[src/rtl/mole_round_controller_if.sv]
// Board-side bundle for the whack-a-mole round controller.
// The master drives tick/start/switches; the slave (controller) drives the display and status.
interface mole_round_controller_if;
  logic        tick;
  logic        start;
  logic [15:0] sw;
  logic [15:0] led;
  logic [5:0]  score;
  logic [1:0]  lives;
  logic        game_over;
  logic        win;

  modport master (
    output tick, start, sw,
    input  led, score, lives, game_over, win
  );

  modport slave (
    input  tick, start, sw,
    output led, score, lives, game_over, win
  );
endinterface

[src/rtl/mole_round_controller.sv]
// Whack-a-mole round sequencer: LFSR mole pick, tick-timed window, hit/miss judging,
// score/lives tracking and a mole window that shrinks as the score climbs.
//
// state    | meaning
// ---------+-----------------------------------------------------------
// S_IDLE   | waiting for start, display dark
// S_SPAWN  | one clk: pick mole index, load window timer
// S_ACTIVE | mole lit, judging switch edges and timeout
// S_HIT    | one clk: bump score, maybe speed up, end game on max score
// S_MISS   | one clk: drop a life, end game on last life
// S_GAP    | dark gap between moles, switch edges ignored
// S_DONE   | game over, all LEDs lit on a win, waiting for start
module mole_round_controller #(
  parameter logic [5:0] MAX_SCORE     = 6'd60,
  parameter logic [1:0] LIVES         = 2'd3,
  parameter logic [9:0] WIN_INIT      = 10'd800,
  parameter logic [9:0] WIN_MIN       = 10'd200,
  parameter logic [9:0] WIN_STEP      = 10'd50,
  parameter logic [7:0] SPEEDUP_EVERY = 8'd5,
  parameter logic [9:0] GAP_TICKS     = 10'd150
) (
  input  logic                  i_clk,
  input  logic                  i_rst,
  mole_round_controller_if.slave bus
);

  typedef enum logic [2:0] {
    S_IDLE,
    S_SPAWN,
    S_ACTIVE,
    S_HIT,
    S_MISS,
    S_GAP,
    S_DONE
  } state_t;

  state_t      r_state;
  state_t      w_state_nxt;

  logic [15:0] r_sw_s1;
  logic [15:0] r_sw_s2;
  logic [15:0] r_sw_q;
  logic [15:0] r_lfsr;

  logic [3:0]  r_idx;
  logic [3:0]  r_prev_idx;
  logic [5:0]  r_score;
  logic [1:0]  r_lives;
  logic [9:0]  r_window;
  logic [7:0]  r_hits_since;
  logic [9:0]  r_timer;
  logic [9:0]  r_gap;
  logic        r_win;
  logic [15:0] r_led;
  logic        r_game_over;

  logic [3:0]  w_idx_nxt;
  logic [3:0]  w_prev_idx_nxt;
  logic [5:0]  w_score_nxt;
  logic [1:0]  w_lives_nxt;
  logic [9:0]  w_window_nxt;
  logic [7:0]  w_hits_since_nxt;
  logic [9:0]  w_timer_nxt;
  logic [9:0]  w_gap_nxt;
  logic        w_win_nxt;
  logic [15:0] w_led_nxt;
  logic        w_game_over_nxt;

  logic [15:0] w_edge;
  logic        w_tgt_edge;
  logic        w_any_edge;
  logic        w_lfsr_fb;
  logic [3:0]  w_lfsr_idx;
  logic [3:0]  w_cand;
  logic [5:0]  w_score_inc;
  logic [7:0]  w_hits_inc;
  logic [9:0]  w_window_dec;

  // Two-flop synchroniser plus a delayed copy; any toggle gives a one-clk edge.
  always_ff @(posedge i_clk) begin
    if (!i_rst) begin
      r_sw_s1 <= '0;
      r_sw_s2 <= '0;
      r_sw_q  <= '0;
      r_lfsr  <= 16'hACE1;
    end else begin
      r_sw_s1 <= bus.sw;
      r_sw_s2 <= r_sw_s1;
      r_sw_q  <= r_sw_s2;
      r_lfsr  <= {r_lfsr[14:0], w_lfsr_fb};
    end
  end

  assign w_lfsr_fb  = r_lfsr[15] ^ r_lfsr[13] ^ r_lfsr[12] ^ r_lfsr[10];
  assign w_lfsr_idx = r_lfsr[3:0];
  assign w_cand     = (w_lfsr_idx == r_prev_idx) ? (w_lfsr_idx + 4'd1) : w_lfsr_idx;

  assign w_edge     = r_sw_s2 ^ r_sw_q;
  assign w_tgt_edge = w_edge[r_idx];
  assign w_any_edge = |w_edge;

  assign w_score_inc  = (r_score >= MAX_SCORE) ? MAX_SCORE : (r_score + 6'd1);
  assign w_hits_inc   = r_hits_since + 8'd1;
  // Clamp to the floor before subtracting so the window can never wrap.
  assign w_window_dec = (r_window >= (WIN_MIN + WIN_STEP)) ? (r_window - WIN_STEP) : WIN_MIN;

  always_ff @(posedge i_clk) begin
    if (!i_rst) begin
      r_state      <= S_IDLE;
      r_idx        <= '0;
      r_prev_idx   <= '0;
      r_score      <= '0;
      r_lives      <= '0;
      r_window     <= WIN_INIT;
      r_hits_since <= '0;
      r_timer      <= '0;
      r_gap        <= '0;
      r_win        <= 1'b0;
      r_led        <= '0;
      r_game_over  <= 1'b0;
    end else begin
      r_state      <= w_state_nxt;
      r_idx        <= w_idx_nxt;
      r_prev_idx   <= w_prev_idx_nxt;
      r_score      <= w_score_nxt;
      r_lives      <= w_lives_nxt;
      r_window     <= w_window_nxt;
      r_hits_since <= w_hits_since_nxt;
      r_timer      <= w_timer_nxt;
      r_gap        <= w_gap_nxt;
      r_win        <= w_win_nxt;
      r_led        <= w_led_nxt;
      r_game_over  <= w_game_over_nxt;
    end
  end

  always_comb begin
    w_state_nxt      = r_state;
    w_idx_nxt        = r_idx;
    w_prev_idx_nxt   = r_prev_idx;
    w_score_nxt      = r_score;
    w_lives_nxt      = r_lives;
    w_window_nxt     = r_window;
    w_hits_since_nxt = r_hits_since;
    w_timer_nxt      = r_timer;
    w_gap_nxt        = r_gap;
    w_win_nxt        = r_win;

    case (r_state)
      S_IDLE, S_DONE: begin
        if (bus.start) begin
          w_state_nxt      = S_SPAWN;
          w_score_nxt      = '0;
          w_lives_nxt      = LIVES;
          w_window_nxt     = WIN_INIT;
          w_hits_since_nxt = '0;
          w_win_nxt        = 1'b0;
        end
      end
      S_SPAWN: begin
        w_idx_nxt      = w_cand;
        w_prev_idx_nxt = w_cand;
        w_timer_nxt    = r_window;
        w_state_nxt    = S_ACTIVE;
      end
      S_ACTIVE: begin
        if (bus.tick && (r_timer != 10'd0)) begin
          w_timer_nxt = r_timer - 10'd1;
        end
        // Target edge beats stray edges, which beat the timeout.
        if (w_tgt_edge) begin
          w_state_nxt = S_HIT;
        end else if (w_any_edge) begin
          w_state_nxt = S_MISS;
        end else if (bus.tick && (r_timer == 10'd1)) begin
          w_state_nxt = S_MISS;
        end
      end
      S_HIT: begin
        w_score_nxt = w_score_inc;
        if (w_score_inc == MAX_SCORE) begin
          w_state_nxt = S_DONE;
          w_win_nxt   = 1'b1;
        end else begin
          if (w_hits_inc >= SPEEDUP_EVERY) begin
            w_hits_since_nxt = '0;
            w_window_nxt     = w_window_dec;
          end else begin
            w_hits_since_nxt = w_hits_inc;
          end
          w_gap_nxt   = GAP_TICKS;
          w_state_nxt = S_GAP;
        end
      end
      S_MISS: begin
        w_lives_nxt = (r_lives != 2'd0) ? (r_lives - 2'd1) : 2'd0;
        if (r_lives <= 2'd1) begin
          w_state_nxt = S_DONE;
          w_win_nxt   = 1'b0;
        end else begin
          w_gap_nxt   = GAP_TICKS;
          w_state_nxt = S_GAP;
        end
      end
      S_GAP: begin
        if (bus.tick) begin
          if (r_gap <= 10'd1) begin
            w_gap_nxt   = '0;
            w_state_nxt = S_SPAWN;
          end else begin
            w_gap_nxt = r_gap - 10'd1;
          end
        end
      end
      default: begin
        w_state_nxt = S_IDLE;
      end
    endcase
  end

  // Outputs are computed from the next state so they register alongside it.
  always_comb begin
    w_led_nxt       = '0;
    w_game_over_nxt = 1'b0;
    case (w_state_nxt)
      S_ACTIVE: begin
        w_led_nxt = 16'd1 << w_idx_nxt;
      end
      S_DONE: begin
        w_game_over_nxt = 1'b1;
        w_led_nxt       = w_win_nxt ? 16'hFFFF : 16'h0000;
      end
      default: begin
        w_led_nxt = '0;
      end
    endcase
  end

  assign bus.led       = r_led;
  assign bus.score     = r_score;
  assign bus.lives     = r_lives;
  assign bus.game_over = r_game_over;
  assign bus.win       = r_win;

endmodule
[src/flat_wrapper.sv]
// flat-port wrapper written by rule: the top's interface ports become plain ports
module mole_round_controller_flat 
#(
  parameter logic [5:0] MAX_SCORE     = 6'd60,
  parameter logic [1:0] LIVES         = 2'd3,
  parameter logic [9:0] WIN_INIT      = 10'd800,
  parameter logic [9:0] WIN_MIN       = 10'd200,
  parameter logic [9:0] WIN_STEP      = 10'd50,
  parameter logic [7:0] SPEEDUP_EVERY = 8'd5,
  parameter logic [9:0] GAP_TICKS     = 10'd150
)
  (i_clk, i_rst, bus_tick, bus_start, bus_sw, bus_led, bus_score, bus_lives, bus_game_over, bus_win);
  mole_round_controller_if bus_i ();
  input  logic i_clk;
  input  logic i_rst;
  input wire logic [$bits(bus_i.tick)-1:0] bus_tick;
  input wire logic [$bits(bus_i.start)-1:0] bus_start;
  input wire logic [$bits(bus_i.sw)-1:0] bus_sw;
  output wire logic [$bits(bus_i.led)-1:0] bus_led;
  output wire logic [$bits(bus_i.score)-1:0] bus_score;
  output wire logic [$bits(bus_i.lives)-1:0] bus_lives;
  output wire logic [$bits(bus_i.game_over)-1:0] bus_game_over;
  output wire logic [$bits(bus_i.win)-1:0] bus_win;
  assign bus_i.tick = bus_tick;
  assign bus_i.start = bus_start;
  assign bus_i.sw = bus_sw;
  assign bus_led = bus_i.led;
  assign bus_score = bus_i.score;
  assign bus_lives = bus_i.lives;
  assign bus_game_over = bus_i.game_over;
  assign bus_win = bus_i.win;
  mole_round_controller #(.MAX_SCORE(MAX_SCORE), .LIVES(LIVES), .WIN_INIT(WIN_INIT), .WIN_MIN(WIN_MIN), .WIN_STEP(WIN_STEP), .SPEEDUP_EVERY(SPEEDUP_EVERY), .GAP_TICKS(GAP_TICKS)) u_core (.i_clk(i_clk), .i_rst(i_rst), .bus(bus_i));
endmodule
[config.mk]
export PLATFORM = sky130hd
export DESIGN_NAME = mole_round_controller_flat
export DESIGN_NICKNAME = d
export VERILOG_FILES = /design/src/rtl/mole_round_controller_if.sv /design/src/rtl/mole_round_controller.sv /design/src/flat_wrapper.sv
export SDC_FILE = /design/constraint.sdc
export NUM_CORES = 1
export LEC_CHECK = 0
export CAP_MARGIN = 10
export CORE_MARGIN = 4
export CORE_UTILIZATION = 58
export CTS_CLUSTER_DIAMETER = 50
export CTS_CLUSTER_SIZE = 30
export DETAILED_ROUTE_END_ITERATION = 8
export PLACE_DENSITY = 0.79
export SYNTH_ARGS = -nofsm -noshare
export SYNTH_HDL_FRONTEND = slang
export SYNTH_SLANG_ARGS = --single-unit
[constraint.sdc]
create_clock -name i_clk -period 2.9 [get_ports i_clk]
set_input_delay 0.58 -clock i_clk [delete_from_list [all_inputs] [get_ports i_clk]]
set_output_delay 0.58 -clock i_clk [all_outputs]
set_load 0.1 [all_outputs]
==> reports/metrics.yaml <==
status: "finished, final reports clean"
cts-resized-gates: 0
post-route-period-util: 0.883
fp.dieW_um: 109
p_per_area_nw_per_um2: 811
worst_setup_path_start_kind: "register"
crit_type: "register to register"
cts.clk_slew.worst_paths_ns: 0.06
wl_met3_um: 688
ys_async_sr_fraction: 0
path_max_fanout: 16
core_sq_um: 9820
diodes: 0
maxSlewViolCount: 0
ctsHoldBuffers: 0
clockRootBuffer: "clkbuf_8"
synthCells: 630
cap_violations: 0
syn-num-nets: 660
cts_tree: "done"
cp_data_arrival_time_ns: 2.93
rows: 36
whs_path_depth: 2
setup_tns_ns: 0
routed.top_layer: "met4"
synth-edff-count: 0
synth_top_cells_by_count: "dfxtp_1, and2_1, a21oi_1"
cp-end-kind: "register"
vias: 4743
routed_wl_um: 12000
ant_nets: 0
drc: 0
grt_max_degree: 81
syn_to_final_growth_pct: 18.6
viasPerCell: 5.78
ioPinCount: 46
setup_violations: 0
drive_gt1_frac: 0.141
min_path_type: "input port to register"
reg2reg_depth: 6
rsz0062_at_grt: "false"
skew_ns: 0.00658
yosysMostFrequentCell: "dfxtp_1"
met1Wirelength_um: 5470
yosysTopAreaCell: "dfxtp_1"
clock_sinks: 138
htreeDepth: 4
cts_buffers: 17
clock_latency_ns: 0.52
die_h_um: 109
layout_min_cycle_time_ns: 2.56
fin_nets: 705
syn-cell-area_sq_um: 5870
timing.final.hold_violations: 0
wire_per_inst_um: 14.7
p_leak_nw: 2.68
antenna_found_initial: 0
fmax_mhz: 390
ys_seq_elements: 138
cts_setup_buffers: 0
met2WireLength_um: 5720
yosysWarnings: 0
peakVddDrop_uv: 396
required_ns: 3.26
p_total_mw: 5.65
io_buffers: 45
setup_ws_ns: 0.339
seq_area_frac_synth: 0.470
initialDrtViolationCount: 337
worstMarginPinSlew_ns: 0.974
first_global_vias: 4472
netlist_top_cells_area: "dfxtp_1, and2_1, a21oi_1"
dp_hpwl_um: 7930
max-clock-path-buffers: 2
gp_congestion: 0.866
max-slew-margin-rel: 0.346
avgSynthCellArea_sq_um: 9.32
synth_ff_type: "dfxtp_1"
start_util: 0.598
synth.distinct_cells: 70
synth_top_area_frac: 0.470
first_pass_iters: 5
grt_pass1_wl_um: 20400
dp_slack_ns: 0.0522
grt_usage: 0.216
dieArea_sq_um: 11800
grt-ovfl-total: 0
-- layout make-up --
| class | instances | area (sq um) |
|---|---|---|
| multi-input combinational | 452 | 2950 |
| clock inverter | 13 | 166 |
| inverter | 12 | 45.0 |
| sequential | 138 | 2770 |
| fill | 749 | 2850 |
| clock buffer | 18 | 428 |
| timing repair buffer | 54 | 448 |
| tap | 133 | 166 |
-- per-layer routing --
metal	track usage	vias up
met1	0.273	2232
li1	-	2345
met5	0	-
met3	0.0580	19
met2	0.355	147
met4	0.0848	0
-- state kept, by name, summed over array words and instances (netlist names) --
signal                count
u_core.bus.led           16
u_core.r_idx              4
u_core.r_sw_s2           16
u_core.r_sw_q            16
u_core.r_sw_s1           16
u_core.bus.lives          2
u_core.r_hits_since       8
u_core.bus.win            1
u_core.bus.game_over      1
u_core.r_state            3
u_core.r_window           9
u_core.bus.score          6
u_core.r_gap             10
u_core.r_lfsr            16
u_core.r_timer           10
u_core.r_prev_idx         4
-- final timing paths --
kind,endpoint,startpoint,slack [ns]
setup / recovery,u_core.bus.led[15]$_SDFF_PN0_,u_core.r_timer[2]$_SDFFE_PN0P_,0.34
hold / removal,u_core.r_window[9]$_SDFFE_PN1P_,i_rst,0.38
setup reg to reg,u_core.bus.led[15]$_SDFF_PN0_,u_core.r_timer[2]$_SDFFE_PN0P_,0.34
hold reg to reg,u_core.r_lfsr[7]$_SDFF_PN1_,u_core.r_lfsr[6]$_SDFF_PN1_,0.41
-- stage by stage --
stage	instances	instance area (sq um)	utilization	hold WS, ns
2_1_floorplan	630	5880	-	0.386
3_3_place_gp	789	6370	0.649	0.390
3_5_place_dp	789	6370	0.649	0.396
4_1_cts	820	6970	0.710	0.360
5_1_grt	820	6970	0.710	0.379
6_report	820	6970	0.710	0.383
-- power by group --
part | leakage, nW | internal, mW | switching (mW)
registers | 1.13 | 2.05 | 0.175
clock network | 0.284 | 1.34 | 0.817
logic | 1.26 | 0.486 | 0.789
total | 2.68 | 3.87 | 1.78
-- layout by cell type, fill, tap and decap left out, drive strengths merged, types with 17 or more instances in the layout --
cell type and instances:
o21ai 26, dfxtp 138, a21oi 48, buf 36, nor2 42, o22ai 17, nand3 21, clkbuf 18
nand2 33, and2 62, clkdlybuf4s50 18
-- cell families (layout without fill, tap and decap cells) --
| family | count (synthesis) | count (layout) | share of synthesized area |
|---|---|---|---|
| buffers and inverters | 40 | 97 | 0.0275 |
| flip-flops | 138 | 138 | 0.470 |
| AND/OR/NAND/NOR | 255 | 255 | 0.249 |
| XOR/XNOR | 26 | 26 | 0.0388 |
| multiplexers | 10 | 10 | 0.0258 |
| AO/OA/AOI/OAI | 151 | 151 | 0.167 |
| adder cells (fa/ha/maj) | 10 | 10 | 0.0213 |
-- critical path: stages (launching register included) --
cell,delay [ns]
dfxtp_1,0.35
nor4_2,0.59
and3_1,0.30
or3_1,0.14
o21ai_2,0.07
o21ai_1,0.76
o22ai_1,0.19
(Power assumes the default switching activity.)
